File: src/rtl/fetch_unit.sv
`default_nettype none
// ============================================================================
// Module   : fetch_unit
// Brief    : Program-counter owner; fetches words over req/valid and issues
//            one EXEC cycle per instruction, halting on a self-jump.
// Revision : 1.0 - initial release
// ============================================================================
module fetch_unit #(
    parameter int                   BUS_WIDTH = 16,
    parameter logic [BUS_WIDTH-1:0] RESET_PC  = '0
) (
    input  logic                 i_clk,
    input  logic                 i_rst_n,
    input  logic                 i_run,
    output logic [BUS_WIDTH-1:0] o_mem_addr,
    output logic                 o_mem_req,
    input  logic [BUS_WIDTH-1:0] i_mem_data,
    input  logic                 i_mem_valid,
    output logic [BUS_WIDTH-1:0] o_l,
    output logic                 o_exec,
    input  logic                 i_j,
    input  logic [BUS_WIDTH-1:0] i_A,
    output logic [BUS_WIDTH-1:0] o_pc,
    output logic                 o_halted,
    output logic [BUS_WIDTH-1:0] o_icount
);

    localparam logic [BUS_WIDTH-1:0] c_one = {{(BUS_WIDTH-1){1'b0}}, 1'b1};

    typedef enum logic [1:0] {
        S_IDLE  = 2'd0,
        S_FETCH = 2'd1,
        S_EXEC  = 2'd2,
        S_HALT  = 2'd3
    } state_t;

    state_t               r_state;
    state_t               w_state_next;
    logic [BUS_WIDTH-1:0] r_pc;
    logic [BUS_WIDTH-1:0] r_l;
    logic [BUS_WIDTH-1:0] r_icount;
    logic [BUS_WIDTH-1:0] w_pc_next;
    logic                 w_self_jump;

    // A self-jump targets the current PC, so taking i_A leaves the PC unchanged.
    assign w_self_jump = i_j && (i_A == r_pc);
    assign w_pc_next   = i_j ? i_A : (r_pc + c_one);

    always_ff @(posedge i_clk or negedge i_rst_n) begin
        if (!i_rst_n) begin
            r_state  <= S_IDLE;
            r_pc     <= RESET_PC;
            r_l      <= '0;
            r_icount <= '0;
        end else begin
            r_state <= w_state_next;
            if (r_state == S_FETCH && i_mem_valid) begin
                r_l <= i_mem_data;
            end
            if (r_state == S_EXEC) begin
                r_pc     <= w_pc_next;
                r_icount <= r_icount + c_one;
            end
        end
    end

    always_comb begin
        w_state_next = r_state;
        case (r_state)
            S_IDLE: begin
                if (i_run) begin
                    w_state_next = S_FETCH;
                end
            end
            S_FETCH: begin
                if (i_mem_valid) begin
                    w_state_next = S_EXEC;
                end
            end
            S_EXEC: begin
                if (w_self_jump) begin
                    w_state_next = S_HALT;
                end else if (i_run) begin
                    w_state_next = S_FETCH;
                end else begin
                    w_state_next = S_IDLE;
                end
            end
            S_HALT: begin
                w_state_next = S_HALT;
            end
            default: begin
                w_state_next = S_IDLE;
            end
        endcase
    end

    // Every output is a register or a pure state decode.
    assign o_mem_req  = (r_state == S_FETCH);
    assign o_exec     = (r_state == S_EXEC);
    assign o_halted   = (r_state == S_HALT);
    assign o_mem_addr = r_pc;
    assign o_pc       = r_pc;
    assign o_l        = r_l;
    assign o_icount   = r_icount;

endmodule
`default_nettype wire

File: config.mk
export PLATFORM = sky130hd
export DESIGN_NAME = fetch_unit
export DESIGN_NICKNAME = d
export VERILOG_FILES = /design/src/rtl/fetch_unit.sv
export SDC_FILE = /design/constraint.sdc
export NUM_CORES = 1
export LEC_CHECK = 0
export ABC_CLOCK_PERIOD_IN_PS = 1900
export BUFFER_PORTS_ARGS = -buffer_cell sky130_fd_sc_hd__buf_2
export CAP_MARGIN = 10
export CORE_MARGIN = 3
export CORE_UTILIZATION = 43
export CTS_CLUSTER_DIAMETER = 60
export DETAILED_ROUTE_END_ITERATION = 10
export GPL_ROUTABILITY_DRIVEN = 1
export PLACE_DENSITY = 0.76
export SLEW_MARGIN = 20
export SYNTH_ARGS = -nofsm -noshare
export SYNTH_HDL_FRONTEND = slang
export SYNTH_SLANG_ARGS = --single-unit
File: constraint.sdc
create_clock -name i_clk -period 1.9 [get_ports i_clk]
set_input_delay 0.19 -clock i_clk [delete_from_list [all_inputs] [get_ports i_clk]]
set_output_delay 0.19 -clock i_clk [all_outputs]
set_load 0.1 [all_outputs]
# == After elaboration in Yosys (flattened, before gate mapping) ==
# Index checks and enable logic that the tools add are counted.
# classes
n_addsub,2
muxes,6
n_eq_ne,6
reduce_logical,4
# ops
op,n
"adder 16 x 1 -> 16 bit, second input constant",2
== test 16 bit,1
two-way mux 16 bit,1
case mux 2 bit (4 select lines),1
two-way mux 2 bit,3
"== test 2 bit, second input constant",2
"== test 2 x 1 -> 1 bit, second input constant",1
logical AND 1 bit,2
logical NOT 2 bit,1
"!= test 2 x 1 -> 1 bit, second input constant",1
"!= test 2 bit, second input constant",1
AND reduction 2 bit,1
two-way mux 1 bit,1
# totals
regBits,50
inputBits,37
output_inout_bits,67

# == Logic depth before layout (Yosys ltp) ==
# Gate-level depths: netlist of run 1.
# depth
ltp_word,4
mapped_depth,7
mapped_depth_nobuf,5

# == Worst setup path before layout of run 1 ==
# OpenSTA, ideal clock, no wires.
# synth_timing
path_type,register to register
startpoint,"register r_pc[5], in the netlist o_mem_addr[5]"
endpoint,"register r_pc[15], in the netlist o_mem_addr[15]"
setup_slack_ns,-0.287
period_less_slack_ns,2.187
n_path_buf,0
path_stages_with_launch,5
t_arrival_ns,2.093
path_cell_list,dfrtp_1 > nand2_1 > nor3_1 > mux2_2 > a211oi_1
# synth_between
elab_chain_cells,2
# synth_lines
item,line,rtl
from (decl),39,logic [BUS_WIDTH-1:0] r_pc;
from (signal assigned),61,r_pc <= w_pc_next;
adder 16 x 1 -> 16 bit,47,assign w_pc_next = i_j ? i_A : (r_pc + c_one);
two-way mux 16 bit,47,
# No other way between the ends.
# A chain may end at the register's enable or synchronous reset.

# == Final worst setup path of run 1 ==
# layout_timing
startpoint,register r_state[1]
endpoint,output port o_mem_req
# layout_between
elab_chain_cells,1
# layout_lines
item,line,rtl
from (decl),37,state_t r_state;
from (signal assigned),56,r_state <= w_state_next;
== test 2 x 1 -> 1 bit,99,assign o_mem_req = (r_state == S_FETCH);
to (decl),16,"output logic o_mem_req,"
# No other way between the ends.

==> results_dict.tcl, run 1 <==
set metrics [dict create \
    cts_root_buffer "clkbuf_8" \
    grt-ovfl-total 0 \
    ys_top_cells_by_area "dfrtp_1, mux2_2, xor2_1" \
    cap_violations 0 \
    via_count 2329 \
    num_io_pins 104 \
    drt.antenna.violating_nets 0 \
    cp.buffers_inverters 1 \
    max_freq_mhz 623.5 \
    grt_pass1_vias 2203 \
    cts_resized 0 \
    netlist_instances 268 \
    crit_arrival_ns 1.41 \
    finalSetupViolations 0 \
    postSynthAreaPerCell_um2 10.46 \
    htreeDepth 2 \
    yosys.area.top_type "dfrtp_1" \
    finalCritPeriodShare 0.8441 \
    drive_gt1_frac 0.4663 \
    grt_max_degree 22 \
    synth_nets 307 \
    nets 394 \
    synth_cell_types 44 \
    drc 0 \
    port_buffers 103 \
    critPathTopFamily "flip-flops" \
    antenna_found_initial 0 \
    hold_viol 0 \
    rsz0062_at_grt "false" \
    die_height_um 86.74 \
    drt_wl_total_um 6577 \
    netlist.area_leader.share 0.4464 \
    cts_buffers 5 \
    period_minus_slack_ns 1.604 \
    synth-edff-count 0 \
    worstPathCellList "and2b_2, buf_2" \
    dr.first_iter.drc_count 97 \
    cts.path.max_buffers 2 \
    row_count 28 \
    synth_area_um2 2803 \
    dieArea_um2 7523 \
    slowest_delay_ns 0.44 \
    synthTopCellsByCount "dfrtp_1, xor2_1, nand2_1" \
    grt_pass1_wl_um 10640 \
    yosysMostFrequentCell "dfrtp_1" \
    seq_area_frac_synth 0.4464 \
    via_per_inst 5.404 \
    crit_fanout 7 \
    clk_latency_ns 0.30 \
    globalplace.congestion 0.8514 \
    status "complete, no violations" \
    drt-pass1-iter-count 4 \
    dpl_cell_area_um2 3284 \
    async_flop_share 1.000 \
    startpoint_type "flip-flop" \
    cts_sinks 50 \
    skew_ns 0.01433 \
    hold_path_class "in2reg" \
    cts_setup_buffers 0 \
    final_area_um2 3381 \
    synth_ff_type "dfrtp_1" \
    worstMarginPinSlew_ns 0.5038 \
    antenna_cells 0 \
    syn2layout_area_growth_pct 20.62 \
    crit_type "reg2out" \
    ys_warn_count 0 \
    crit_slowest_cell "dfrtp_1" \
    endpoint_kind "output port" \
    grtUsageTotal 0.1768 \
    core-area_um2 6131 \
    hpwl_um 5071 \
    clk_pin_slew_ns 0.09 \
    post_drt_wl_per_cell_um 15.26 \
    ys_seq_elements 50 \
    postCtsHoldBufs 1 \
    drv_slew 0 \
    die_x_um 86.74 \
    slew_headroom 0.6665 \
    critical_path_required_ns 1.71 \
    cts_tree "built" \
    start_util 0.4571 \
]
==> cell usage in the layout, fill, tap and decap left out, drive strengths merged, types with 6 or more instances in the layout <==
master,n
o21ai,8
buf,108
xnor2,8
inv,7
a21oi,8
nor2,9
mux2,18
xor2,23
nor4,7
nand2,23
nand3,12
dfrtp,50
o22ai,8
clkbuf,6
nor3,13
==> flip-flops by register name (all words and copies together), names as in the netlist <==
register and cells:
o_icount 16, o_l 16, o_mem_addr 16, r_state 2
==> path summary, 6_finish.rpt <==
check | startpoint | end | slack (ns) | depth (start not counted)
max | r_state[1] | o_mem_req | 0.30 | 2
min | i_mem_data[11] | o_l[11] | 0.12 | 2
max reg2reg | o_mem_addr[0] | o_mem_addr[12] | 0.30 | 5
min reg2reg | o_icount[15] | o_icount[15] | 0.47 | 1
max in group asynchronous | i_rst_n | o_l[6] | 0.93 | 3
min in group asynchronous | i_rst_n | o_icount[10] | 0.35 | 2
==> area by class of cell <==
cell class              count  area (um^2)
clock buffers               6        72.57
clock inverters             2        13.76
fillers                   560         2750
inverters                   6        25.02
multi-input cells         183         1324
flip-flops and latches     50         1274
well taps                  75        93.84
repair buffers            109        578.1
==> metrics by stage <==
step | instances | hold slack [ns] | setup TNS, ns | utilization | worst slack, ns
after detailed placement | 422 | 0.1647 | 0 | 0.5357 | 0.3344
after global placement | 422 | 0.1546 | 0 | 0.5357 | 0.3469
final | 431 | 0.1199 | 0 | 0.5514 | 0.2961
after floorplan | 268 | -0.1056 | -0.08597 | - | -0.08597
after global routing | 431 | 0.1136 | 0 | 0.5514 | 0.1448
after CTS | 431 | 0.1160 | 0 | 0.5514 | 0.2813
==> kinds of logic (layout without fill, tap and decap cells) <==
| logic type | after synthesis | in the layout | share of synthesized area |
|---|---|---|---|
| flops | 50 | 50 | 0.4464 |
| simple gates | 91 | 91 | 0.1915 |
| mux | 22 | 22 | 0.08661 |
| buf+inv | 35 | 123 | 0.08170 |
| xor+xnor | 31 | 31 | 0.09687 |
| fa+ha+maj | 2 | 2 | 0.008927 |
| compound gates | 37 | 37 | 0.08795 |
==> per-layer routing <==
| metal | track usage | vias to the layer above | part of all wire |
|---|---|---|---|
| li1 | - | 1116 | - |
| met1 | 0.2331 | 1112 | 0.43 |
| met2 | 0.3046 | 97 | 0.49 |
| met3 | 0.03422 | 4 | 0.076 |
| met4 | 0.03258 | 0 | 0.0046 |
| met5 | 0 | - | 0 |
Power of run 1 is left out: the tool's default activity adds up to more than one toggle a clock period on the data nets, which glitch-free logic cannot reach.
==> run 2, diff against run 1 <==
- ABC_AREA: not set -> 1
- ABC_CLOCK_PERIOD_IN_PS: 1900 -> 1480
- PLACE_DENSITY: 0.76 -> 0.75
- clock period: 1.9 -> 1.48 ns (I/O delays scaled with it)
==> run 2 against run 1 <==
Net effect:
- sequential share of layout area fell by 3.1 points
- setup slack got worse by 0.22 ns
- highest routed layer unchanged
- non-clock buffer count increased by 5
==> results_dict.tcl, run 2 <==
set metrics [dict create \
    status "complete, no violations" \
    cts_root_buffer "clkbuf_8" \
    drive_gt1_frac 0.4020 \
    yosysMostFrequentCell "nand2_1" \
    synth_nets 431 \
    drt.antenna.violating_nets 0 \
    period_minus_slack_ns 1.406 \
    hold_viol 0 \
    async_flop_share 1.000 \
    seq_area_frac_synth 0.4232 \
    cts_sinks 50 \
    die_x_um 88.92 \
    crit_type "reg2out" \
    drv_slew 0 \
    synth_area_um2 2957 \
    endpoint_kind "output port" \
    dr.first_iter.drc_count 136 \
    hold_path_class "in2reg" \
    yosys.area.top_type "dfrtp_1" \
    port_buffers 103 \
    grt-ovfl-total 0 \
    antenna_found_initial 0 \
    cts_buffers 5 \
    mostFrequentLayoutCell "nand2_1" \
    ys_seq_elements 50 \
    synth_fa_ha_area_frac 0.008464 \
    synth_top_family_by_area "simple AND/OR/NAND/NOR gates" \
    die_height_um 88.92 \
    dieArea_um2 7907 \
    core-area_um2 6495 \
    ys_top_cells_by_area "dfrtp_1, nand2_1, inv_1" \
    antenna_cells 0 \
    netlist_instances 392 \
    netlist.area_leader.share 0.4232 \
    cap_violations 0 \
    row_count 29 \
    synth_xor_xnor_area_share 0.04444 \
    globalplace.congestion 0.8446 \
    cts_setup_buffers 0 \
    slew_headroom 0.6661 \
    startpoint_type "flip-flop" \
    post_drt_wl_per_cell_um 12.95 \
    synth_ff_type "dfrtp_1" \
    worstMarginPinSlew_ns 0.5043 \
    synth_compound_area_frac 0.07237 \
    crit_arrival_ns 1.26 \
    multi_input_area_um2 1445 \
    synth-edff-count 0 \
    yosys.area_share.simple 0.2577 \
    via_per_inst 4.748 \
    htreeDepth 2 \
    drt_wl_total_um 7341 \
    nets 528 \
    ys_warn_count 0 \
    drt-pass1-iter-count 4 \
    postSynthAreaPerCell_um2 7.542 \
    grt_max_degree 51 \
    hpwl_um 5605 \
    finalCritPeriodShare 0.9503 \
    grt_pass1_vias 2588 \
    grtUsageTotal 0.1950 \
    drc 0 \
    syn2layout_area_growth_pct 30.81 \
    fill_cells 586 \
    finalSetupViolations 0 \
    layout_common_cells "nand2_1, buf_2, inv_1, nor2_1" \
    num_io_pins 104 \
    synthTopCellsByCount "nand2_1, inv_1, dfrtp_1" \
    synth_cell_types 23 \
    critical_path_required_ns 1.33 \
    max_freq_mhz 711.0 \
    start_util 0.4552 \
    grt_pass1_wl_um 12080 \
    seqCellArea_um2 1338 \
    clk_pin_slew_ns 0.10 \
    hold_ws_ns 0.06111 \
    via_count 2692 \
    rsz0062_at_grt "true" \
    crit_fanout 3 \
    skew_ns 0.009671 \
    clk_latency_ns 0.31 \
    cts.path.max_buffers 2 \
    muxShareOfSynthArea 0.06094 \
    cts_tree "built" \
]
-- run 2: changes by cell type after synthesis, sizes merged, moves of 6 or more --
cell,before,now
a21oi,8,15
inv,6,61
nand2,23,118
nor2,9,37
nor3,13,6
nor4,7,1
o21ai,8,21
xor2,23,8
-- run 2: what timing repair did --
item / in CTS / in global routing
setup endpoints to repair: 1 / 4
pin swaps: 0 / 1
endpoints found under the hold margin: 50 / 0
gates resized for setup: 3 / 4
hold buffers: 1 / 0
-- run 2: cell families (layout without fill, tap and decap cells) --
group                    after synthesis  after routing
AO/OA/AOI/OAI                         41             41
XOR/XNOR                              15             15
adder cells (fa/ha/maj)                2              2
buffers and inverters                 85            183
flip-flops                            50             50
multiplexers                          16             16
AND/OR/NAND/NOR                      183            183
-- run 2: path summary, 6_finish.rpt --
check / start / endpoint / slack [ns] / depth (start not counted)
worst max-delay path: r_state[0] / o_mem_req / 0.07 / 4
worst min-delay path: i_run / r_state[0] / 0.06 / 3
worst max register to register: o_icount[1] / o_icount[10] / 0.10 / 7
worst min register to register: o_icount[10] / o_icount[10] / 0.48 / 1
max in group asynchronous: i_rst_n / o_mem_addr[0] / 0.86 / 3
min in group asynchronous: i_rst_n / o_icount[12] / 0.35 / 3
-- run 2: through the flow --
step | worst slack (ns) | utilization | setup TNS [ns] | std cells | instance area (um^2)
final | 0.07353 | 0.5955 | 0 | 567 | 3867
after global routing | -0.01892 | 0.5955 | -0.01892 | 567 | 3867
after CTS | 0.05134 | 0.5939 | 0 | 567 | 3857
after detailed placement | 0.08283 | 0.5772 | 0 | 559 | 3749
after global placement | 0.1260 | 0.5772 | 0 | 559 | 3749
after floorplan | -0.1828 | - | -2.347 | 392 | 3163
-- run 2: routing by layer --
metal | GRT usage | share of wire | vias to the layer above | wire length (um)
met2 | 0.3246 | 0.49 | 81 | 3567
met4 | 0.05769 | 0.013 | 0 | 99
li1 | - | - | 1390 | -
met1 | 0.2501 | 0.43 | 1212 | 3191
met5 | 0 | 0 | - | 0
met3 | 0.05069 | 0.066 | 9 | 483
-- run 2: cell type report --
type	instances	share of cell area
Inverter	61	0.05985
Multi-Input combinational cell	257	0.3737
Sequential cell	50	0.3458
Clock buffer	6	0.02135
Timing Repair Buffer	114	0.1702
Clock inverter	2	0.004206
Tap cell	77	0.02491
-- run 2: worst max-delay path, cell delays in order (launching register included) --
cell     delay (ns)
dfrtp_1        0.39
inv_2          0.06
buf_4          0.15
nor2_4         0.16
buf_12         0.19
Power of run 2 is left out for the same reason.
